===== config.mk =====
export PLATFORM = sky130hd
export DESIGN_NAME = apb_slave_regbank
export DESIGN_NICKNAME = d
export VERILOG_FILES = /design/src/rtl/apb_slave_regbank.sv
export SDC_FILE = /design/constraint.sdc
export NUM_CORES = 1
export LEC_CHECK = 0
export ABC_AREA = 0
export CAP_MARGIN = 30
export CORE_AREA = 4 4 191 230
export DETAILED_ROUTE_END_ITERATION = 7
export DIE_AREA = 0 0 195 234
export GPL_TIMING_DRIVEN = 0
export PLACE_DENSITY = 0.75
export SLEW_MARGIN = 25
export SYNTH_ARGS = -nofsm -noshare
export SYNTH_HDL_FRONTEND = slang
export SYNTH_SLANG_ARGS = --single-unit

===== constraint.sdc =====
create_clock -name PCLK -period 2.9 [get_ports PCLK]
set_clock_uncertainty 0.2 [all_clocks]
set_input_delay 0.435 -clock PCLK [delete_from_list [all_inputs] [get_ports PCLK]]
set_output_delay 0.435 -clock PCLK [all_outputs]
set_load 0.005 [all_outputs]

===== src/rtl/apb_slave_regbank.sv =====
// APB completer with a bank of word-wide read/write registers.
// Programmable wait states; illegal addresses finish with PSLVERR and no side effects.
module apb_slave_regbank #(
    parameter int ADDR_WIDTH  = 32,
    parameter int DATA_WIDTH  = 32,
    parameter int NUM_REGS    = 16,
    parameter int WAIT_STATES = 1
) (
    input  logic                  PCLK,
    input  logic                  PRESETn,
    input  logic                  PSEL,
    input  logic                  PENABLE,
    input  logic [ADDR_WIDTH-1:0] PADDR,
    input  logic                  PWRITE,
    input  logic [DATA_WIDTH-1:0] PWDATA,
    output logic [DATA_WIDTH-1:0] PRDATA,
    output logic                  PREADY,
    output logic                  PSLVERR
);

    localparam int IDX_W = (NUM_REGS > 1) ? $clog2(NUM_REGS) : 1;
    // One extra bit so NUM_REGS == 2^(ADDR_WIDTH-2) still compares correctly.
    localparam logic [ADDR_WIDTH-2:0] NUM_REGS_X = (ADDR_WIDTH-1)'(NUM_REGS);
    localparam logic [3:0]            WAIT_INIT  = 4'(WAIT_STATES);

    typedef enum logic {
        ST_IDLE,
        ST_ACCESS
    } state_e;

    state_e                  state_q, state_d;
    logic [3:0]              cnt_q, cnt_d;
    logic [IDX_W-1:0]        idx_q, idx_d;
    logic                    write_q, write_d;
    logic                    err_q, err_d;
    logic [DATA_WIDTH-1:0]   wdata_q, wdata_d;
    logic [DATA_WIDTH-1:0]   regs_q [NUM_REGS];

    logic                    addr_err;
    logic                    ready;
    logic                    reg_we;

    assign addr_err = (PADDR[1:0] != 2'b00)
                    || ({1'b0, PADDR[ADDR_WIDTH-1:2]} >= NUM_REGS_X);

    // NOTE: every always_comb output gets a default first so no latch is inferred.
    always_comb begin
        state_d = state_q;
        cnt_d   = cnt_q;
        idx_d   = idx_q;
        write_d = write_q;
        err_d   = err_q;
        wdata_d = wdata_q;
        reg_we  = 1'b0;

        unique case (state_q)
            ST_IDLE: begin
                if (PSEL && !PENABLE) begin
                    idx_d   = PADDR[2 +: IDX_W];
                    write_d = PWRITE;
                    err_d   = addr_err;
                    wdata_d = PWDATA;
                    cnt_d   = WAIT_INIT;
                    state_d = ST_ACCESS;
                end
            end
            ST_ACCESS: begin
                if (!PSEL) begin
                    state_d = ST_IDLE;
                end else if (cnt_q != 4'd0) begin
                    cnt_d = cnt_q - 4'd1;
                end else if (PENABLE) begin
                    reg_we  = write_q && !err_q;
                    state_d = ST_IDLE;
                end
            end
            default: state_d = ST_IDLE;
        endcase
    end

    // NOTE: sequential state uses non-blocking assignments so all flops update together.
    always_ff @(posedge PCLK or negedge PRESETn) begin
        if (!PRESETn) begin
            state_q <= ST_IDLE;
            cnt_q   <= '0;
            idx_q   <= '0;
            write_q <= 1'b0;
            err_q   <= 1'b0;
            wdata_q <= '0;
        end else begin
            state_q <= state_d;
            cnt_q   <= cnt_d;
            idx_q   <= idx_d;
            write_q <= write_d;
            err_q   <= err_d;
            wdata_q <= wdata_d;
        end
    end

    // NOTE: the bank is flop-based and must read zero after reset, so every entry is reset.
    always_ff @(posedge PCLK or negedge PRESETn) begin
        if (!PRESETn) begin
            for (int i = 0; i < NUM_REGS; i++) begin
                regs_q[i] <= '0;
            end
        end else if (reg_we) begin
            regs_q[idx_q] <= wdata_q;
        end
    end

    assign ready   = (state_q == ST_ACCESS) && (cnt_q == 4'd0);
    assign PREADY  = ready;
    assign PSLVERR = ready && err_q;
    assign PRDATA  = (ready && !write_q && !err_q) ? regs_q[idx_q] : '0;

endmodule


Word-level counts from Yosys, hierarchy flattened --
Cells that the tools add are included.
Word-level totals: bits in registers 555, input port bits 69
Operators by class: order comparisons 3, muxes and demuxes 20, eq/ne operators 3, add/subtract/negate cells 1, bitwise gates (word level) 2, reduce and logical (&&, ||, !) cells 16
Operators with widths (number):
- bitwise mux 512 bit | 1
- binary-select mux 32 bit (select 4 bit) | 1
- demux 32 bit (select 4 bit) | 1
- two-way mux 32 bit | 4
- >= comparator 30 x 5 -> 1 bit, second input constant | 1
- two-way mux 4 bit | 3
- two-way mux 1 bit | 8
- one-hot mux 4 bit (2 select lines) | 1
- logical AND 1 bit | 7
- >= comparator 5 bit, second input constant | 1
- < comparator 5 x 1 -> 1 bit, second input constant | 1
- inverter 4 -> 5 bit | 1
- zero test 4 bit | 1
- != test 2 bit, second input constant | 2
- nonzero test 4 bit | 1
- subtractor 4 x 1 -> 4 bit, second input constant | 1
- zero test 1 bit | 3
- AND reduction 3 bit | 1
- != test 2 x 1 -> 1 bit, second input constant | 1
- one-hot mux 1 bit (2 select lines) | 1
- AND reduction 2 bit | 1
- nonzero test 2 bit | 1
- logical OR 1 bit | 1
- inverter 1 bit | 1

Depth between registers and ports, before layout --
depth after elaboration 6, mapped depth 8, depth with buffers taken out 6

Worst setup path before layout --
Ideal clock, no wire load.
path type reg2out, start register idx_q[0], end output port PRDATA[30], arrival 1.879 ns, stages on the path, launching flop included 7, path slack 0.386 ns, path through dfrtp_1 buf_2 buf_2 buf_2 mux4_2 o211ai_1 o21ai_0
On the way: word-level cells in the longest chain between the ends 5
RTL lines:
- from (decl) | line 33 | logic [IDX_W-1:0] idx_q, idx_d;
- from (signal assigned) | line 93 | idx_q <= idx_d;
- inverter 4 -> 5 bit (implied by the code) | line 114 | assign PRDATA = (ready && !write_q && !err_q) ? regs_q[idx_q] : '0;
- binary-select mux 32 bit (select 4 bit) | line 114
- two-way mux 32 bit (implied by the code) (2 in series) | line 114
- two-way mux 32 bit | line 114
- to (decl) | line 16 | output logic [DATA_WIDTH-1:0] PRDATA,
No other way between the ends. The select of a mux whose other input is x is not followed.

Worst setup path after layout --
start register idx_q[0], end output port PRDATA[31]
Same word-level chain as after synthesis.

==> results.txt <==
----------------------------------------------------
[Placed design]
  Cell Count Post-Placement ... 2239
  Worst slack after detailed placement ... -1.20 ns
  Port-buffer cells ... 101
  DP Wirelength ... 43000 µm
  RD Place Congestion ... 0.842

[Setup path]
  Cell count of the worst reg-to-reg path ... 8
  Cell family with the largest share of critical-path delay ... buffers and inverters
  Max Fanout on Critical Path ... 6
  Worst reg2reg setup slack ... 0.06 ns
  Element type at the critical path end ... output pin
  CP required ... 2.27 ns
  Launch instance of the worst register-to-register path ... cnt_q[1]
  CP max-delay cell ... sky130_fd_sc_hd__mux4_2
  Destination of the worst register-to-register timing path ... regs_q[1]
  Worst setup path class ... flip-flop to output pin
  Longest individual stage delay on the worst path ... 0.46 ns
  Critical Path Start Type ... flip-flop
  Endpoint arrival time on the critical path ... 2.71 ns
  Critical path buffer and inverter count ... 6
  Critical-path cell list ... buf_12 > buf_12 > buf_16 > buf_6 > buf_16 > mux4_2 > mux2i_1 > a21oi_2 > buf_2

[Die]
  Area of the die ... 45600 µm²
  Rows ... 82
  Height of the die ... 234 µm
  Area of the core region ... 41700 µm²
  Floorplan die width ... 195 µm
  Initial core utilization ... 60.2%
  Num ports ... 103

[Timing]
  Slew of the pin with the lowest slew margin ... 0.831 ns
  Worst Slack Setup Final ... -0.443 ns
  Period utilization ... 115%
  FMAX ... 299 MHz
  Final-layout worst hold slack ... 0.0770 ns
  Aggregate negative setup slack ... -10.40 ns
  Unrepaired setup endpoints after global routing ... yes
  Clock period minus final worst setup slack ... 3.34 ns
  Final number of setup-violating endpoints ... 32
  Final hold violation count ... 0
  Count of pins over their slew limit ... 0
  Worst slew margin ... 44.5%

[CTS]
  Clock latency at the later pin of the worst-skew pair ... 0.60 ns
  CTS tree ... done
  Max clock buf depth ... 3
  H-tree depth reported by CTS ... 2
  Clock-pin slew on the worst setup and hold paths ... 0.06 ns
  Number of buffers inserted during clock tree synthesis ... 55
  Sink count of the clock tree ... 555
  Root cell of the clock tree ... sky130_fd_sc_hd__clkbuf_16

[Finish]
  Post-route non-filler standard cell count ... 2412
  Area of the multi-input gates ... 11000 µm²
  Fill cell instance count of the final layout ... 2551
  # diodes ... 0
  Most used cells in the layout excluding fill and tap cells ... sky130_fd_sc_hd__dfrtp_1 (554), sky130_fd_sc_hd__mux2_2 (514), sky130_fd_sc_hd__mux4_2 (117), sky130_fd_sc_hd__clkdlybuf4s50_1 (67), sky130_fd_sc_hd__buf_4 (58)
  Post-layout utilization of the core ... 73.6%
  Fraction of final layout cells with drive strength greater than 1 ... 56.6%
  Area Growth Syn to Fin ... 22.3%
  Nets ... 1892
  Leading cell type in the layout, fill and taps excluded ... sky130_fd_sc_hd__dfrtp_1
  Sequential standard cell area ... 13900 µm²

[Worst hold path]
  Class of the most critical hold timing path ... input port to flip-flop
  Beginning of the worst hold path ... PSEL
  Worst-case hold path end point ... state_q
  Cell depth of the worst hold path ... 2

[Drt]
  First drt pass iteration count ... 6
  Total detailed-routing wirelength ... 72700 µm
  DRC ... 0
  Routed len/inst ... 30.1 µm
  Vias/cell ... 6.54
  DR vias ... 15.8k
  Starting DRT DRC Count ... 1139
  Post-detailed-route count of antenna-violating nets ... 0

[Synthesis]
  Synthesized-area fraction occupied by ao, oa, aoi and oai cells ... 1.84%
  Total standard cell area after synthesis ... 25100 µm²
  Asr flop ratio synth ... 100%
  Instance count of the mapped netlist ... 1582
  Adder and majority cell fraction of the synthesized area ... 0.0499%
  Proportion of synthesized chip area in sequential cells ... 55.4%
  Post-synthesis area per instance ... 15.8 µm²
  Number of distinct standard cells referenced by the synthesized netlist ... 41
  Syn nets ... 1652
  Synthesized flop and latch total ... 555
  Synthesis Warnings ... 0
  Simple-gate share of the synthesized area ... 1.92%
  Largest family of logic cells by synthesized area ... multiplexers
  Main flop type after synthesis ... sky130_fd_sc_hd__dfrtp_1
  Number of enable-type register cells in the synthesized netlist ... 0
  Multiplexer fraction of the synthesized cell area ... 38.2%
  Synthesized-area fraction occupied by xor and xnor cells ... 0%

[GRT]
  Gr usage total ... 31.8%
  Grt ovf ... 0
  Via count of the first global-routing pass ... 16.8k
  Global routing met3 resource utilization ... 5.79%
  Met2 usage ... 52.2%
  First-pass GRT wire length ... 107000 µm
  Routing layer with the top usage in global route ... met2
  Initial antenna violation count ... 0
  Largest net degree at the start of global routing ... 97
  Met1 track demand over resource in global routing ... 42.0%

[Power and ir drop]
  Total power divided by cell area ... 633 nW/µm²
  Worst IR drop on VDD ... 0.774 mV
  Leakage Power ... 15.0 nW

[Status]
  Result of the run ... finished with violations
  Failing checks ... setup timing

[Flow run]
  MaxCap Viol Count ... 0

----------------------------------------------------
synthesized netlist by cell type, drive strengths merged (7+ instances only):
| library cell | number | share of area [%] |
|---|---|---|
| a21oi | 22 | 0.44 |
| a221o | 10 | 0.40 |
| buf | 76 | 1.6 |
| clkbuf | 59 | 0.88 |
| dfrtp | 555 | 55 |
| mux2 | 569 | 26 |
| mux2i | 43 | 1.7 |
| mux4 | 117 | 11 |
| nand3 | 13 | 0.26 |
| nor2 | 18 | 0.27 |
| nor3 | 14 | 0.34 |
| nor4 | 7 | 0.17 |
| o21ai | 25 | 0.50 |
| o22ai | 12 | 0.30 |
flip-flops by register name, indices dropped and copies added, names as in the netlist:
register	cells
regs_q	512
cnt_q	4
write_q	1
idx_q	4
wdata_q	32
err_q	1
state_q	1
how the worst max path moves through the flow:
stage	from	endpoint	slack, ns	cells after the start
after floorplan	idx_q[0]	PRDATA[30]	0.39	6
after global placement	PRESETn	wdata_q[22]	-22.61	1
after detailed placement	idx_q[1]	PRDATA[18]	-1.20	7
after CTS	idx_q[0]	PRDATA[27]	-0.44	10
after global routing	idx_q[0]	PRDATA[0]	-0.48	9
final	idx_q[0]	PRDATA[31]	-0.44	9
cells by family after synthesis:
| group | Yosys count |
|---|---|
| multiplexers | 729 |
| flip-flops | 555 |
| buffers and inverters | 140 |
| AND/OR/NAND/NOR | 82 |
| AO/OA/AOI/OAI | 75 |
| adder cells (fa/ha/maj) | 1 |
metal layers:
| metal | vias to the layer above | share of wire (%) | routed length, µm |
|---|---|---|---|
| met1 | 8493 | 39 | 28500 |
| met5 | - | 0 | 0 |
| met4 | 0 | 4.7 | 3400 |
| li1 | 6404 | - | - |
| met3 | 208 | 6.6 | 4790 |
| met2 | 662 | 49 | 36000 |
power by group:
| part | leakage [nW] | switching (mW) | internal (mW) | total (mW) |
|---|---|---|---|---|
| sequential | 7.66 | 0.297 | 7.90 | 8.20 |
| combinational | 6.39 | 2.06 | 1.62 | 3.68 |
| clock | 0.943 | 3.07 | 4.45 | 7.52 |
| total | 15.0 | 5.43 | 14.0 | 19.4 |
metrics by stage:
step / power, mW / instance area [µm²]
floorplan: 9.61 / 25100
global placement: 10.7 / 26800
detailed placement: 10.9 / 27000
CTS: 19.2 / 30200
global route: 20.0 / 30700
finish: 19.4 / 30700
timing repair:
| item | 4_1_cts | 5_1_grt |
|---|---|---|
| endpoints found under the hold margin | 76 | 0 |
| cloned | 8 | 0 |
| resized for setup | 357 | 95 |
| hold buffers | 1 | 0 |
| setup buffers | 44 | 21 |
| endpoints found under the setup margin | 172 | 344 |
| pin swaps | 26 | 12 |
layout make-up:
type / count / share of cell area [%]
Buffer: 134 / 3.71
Clock buffer: 86 / 5.53
Clock inverter: 15 / 0.702
Inverter: 5 / 0.0612
Multi-Input combinational cell: 887 / 35.8
Sequential cell: 555 / 45.3
Tap cell: 546 / 2.23
Timing Repair Buffer: 184 / 6.62
(Power assumes the default switching activity.)
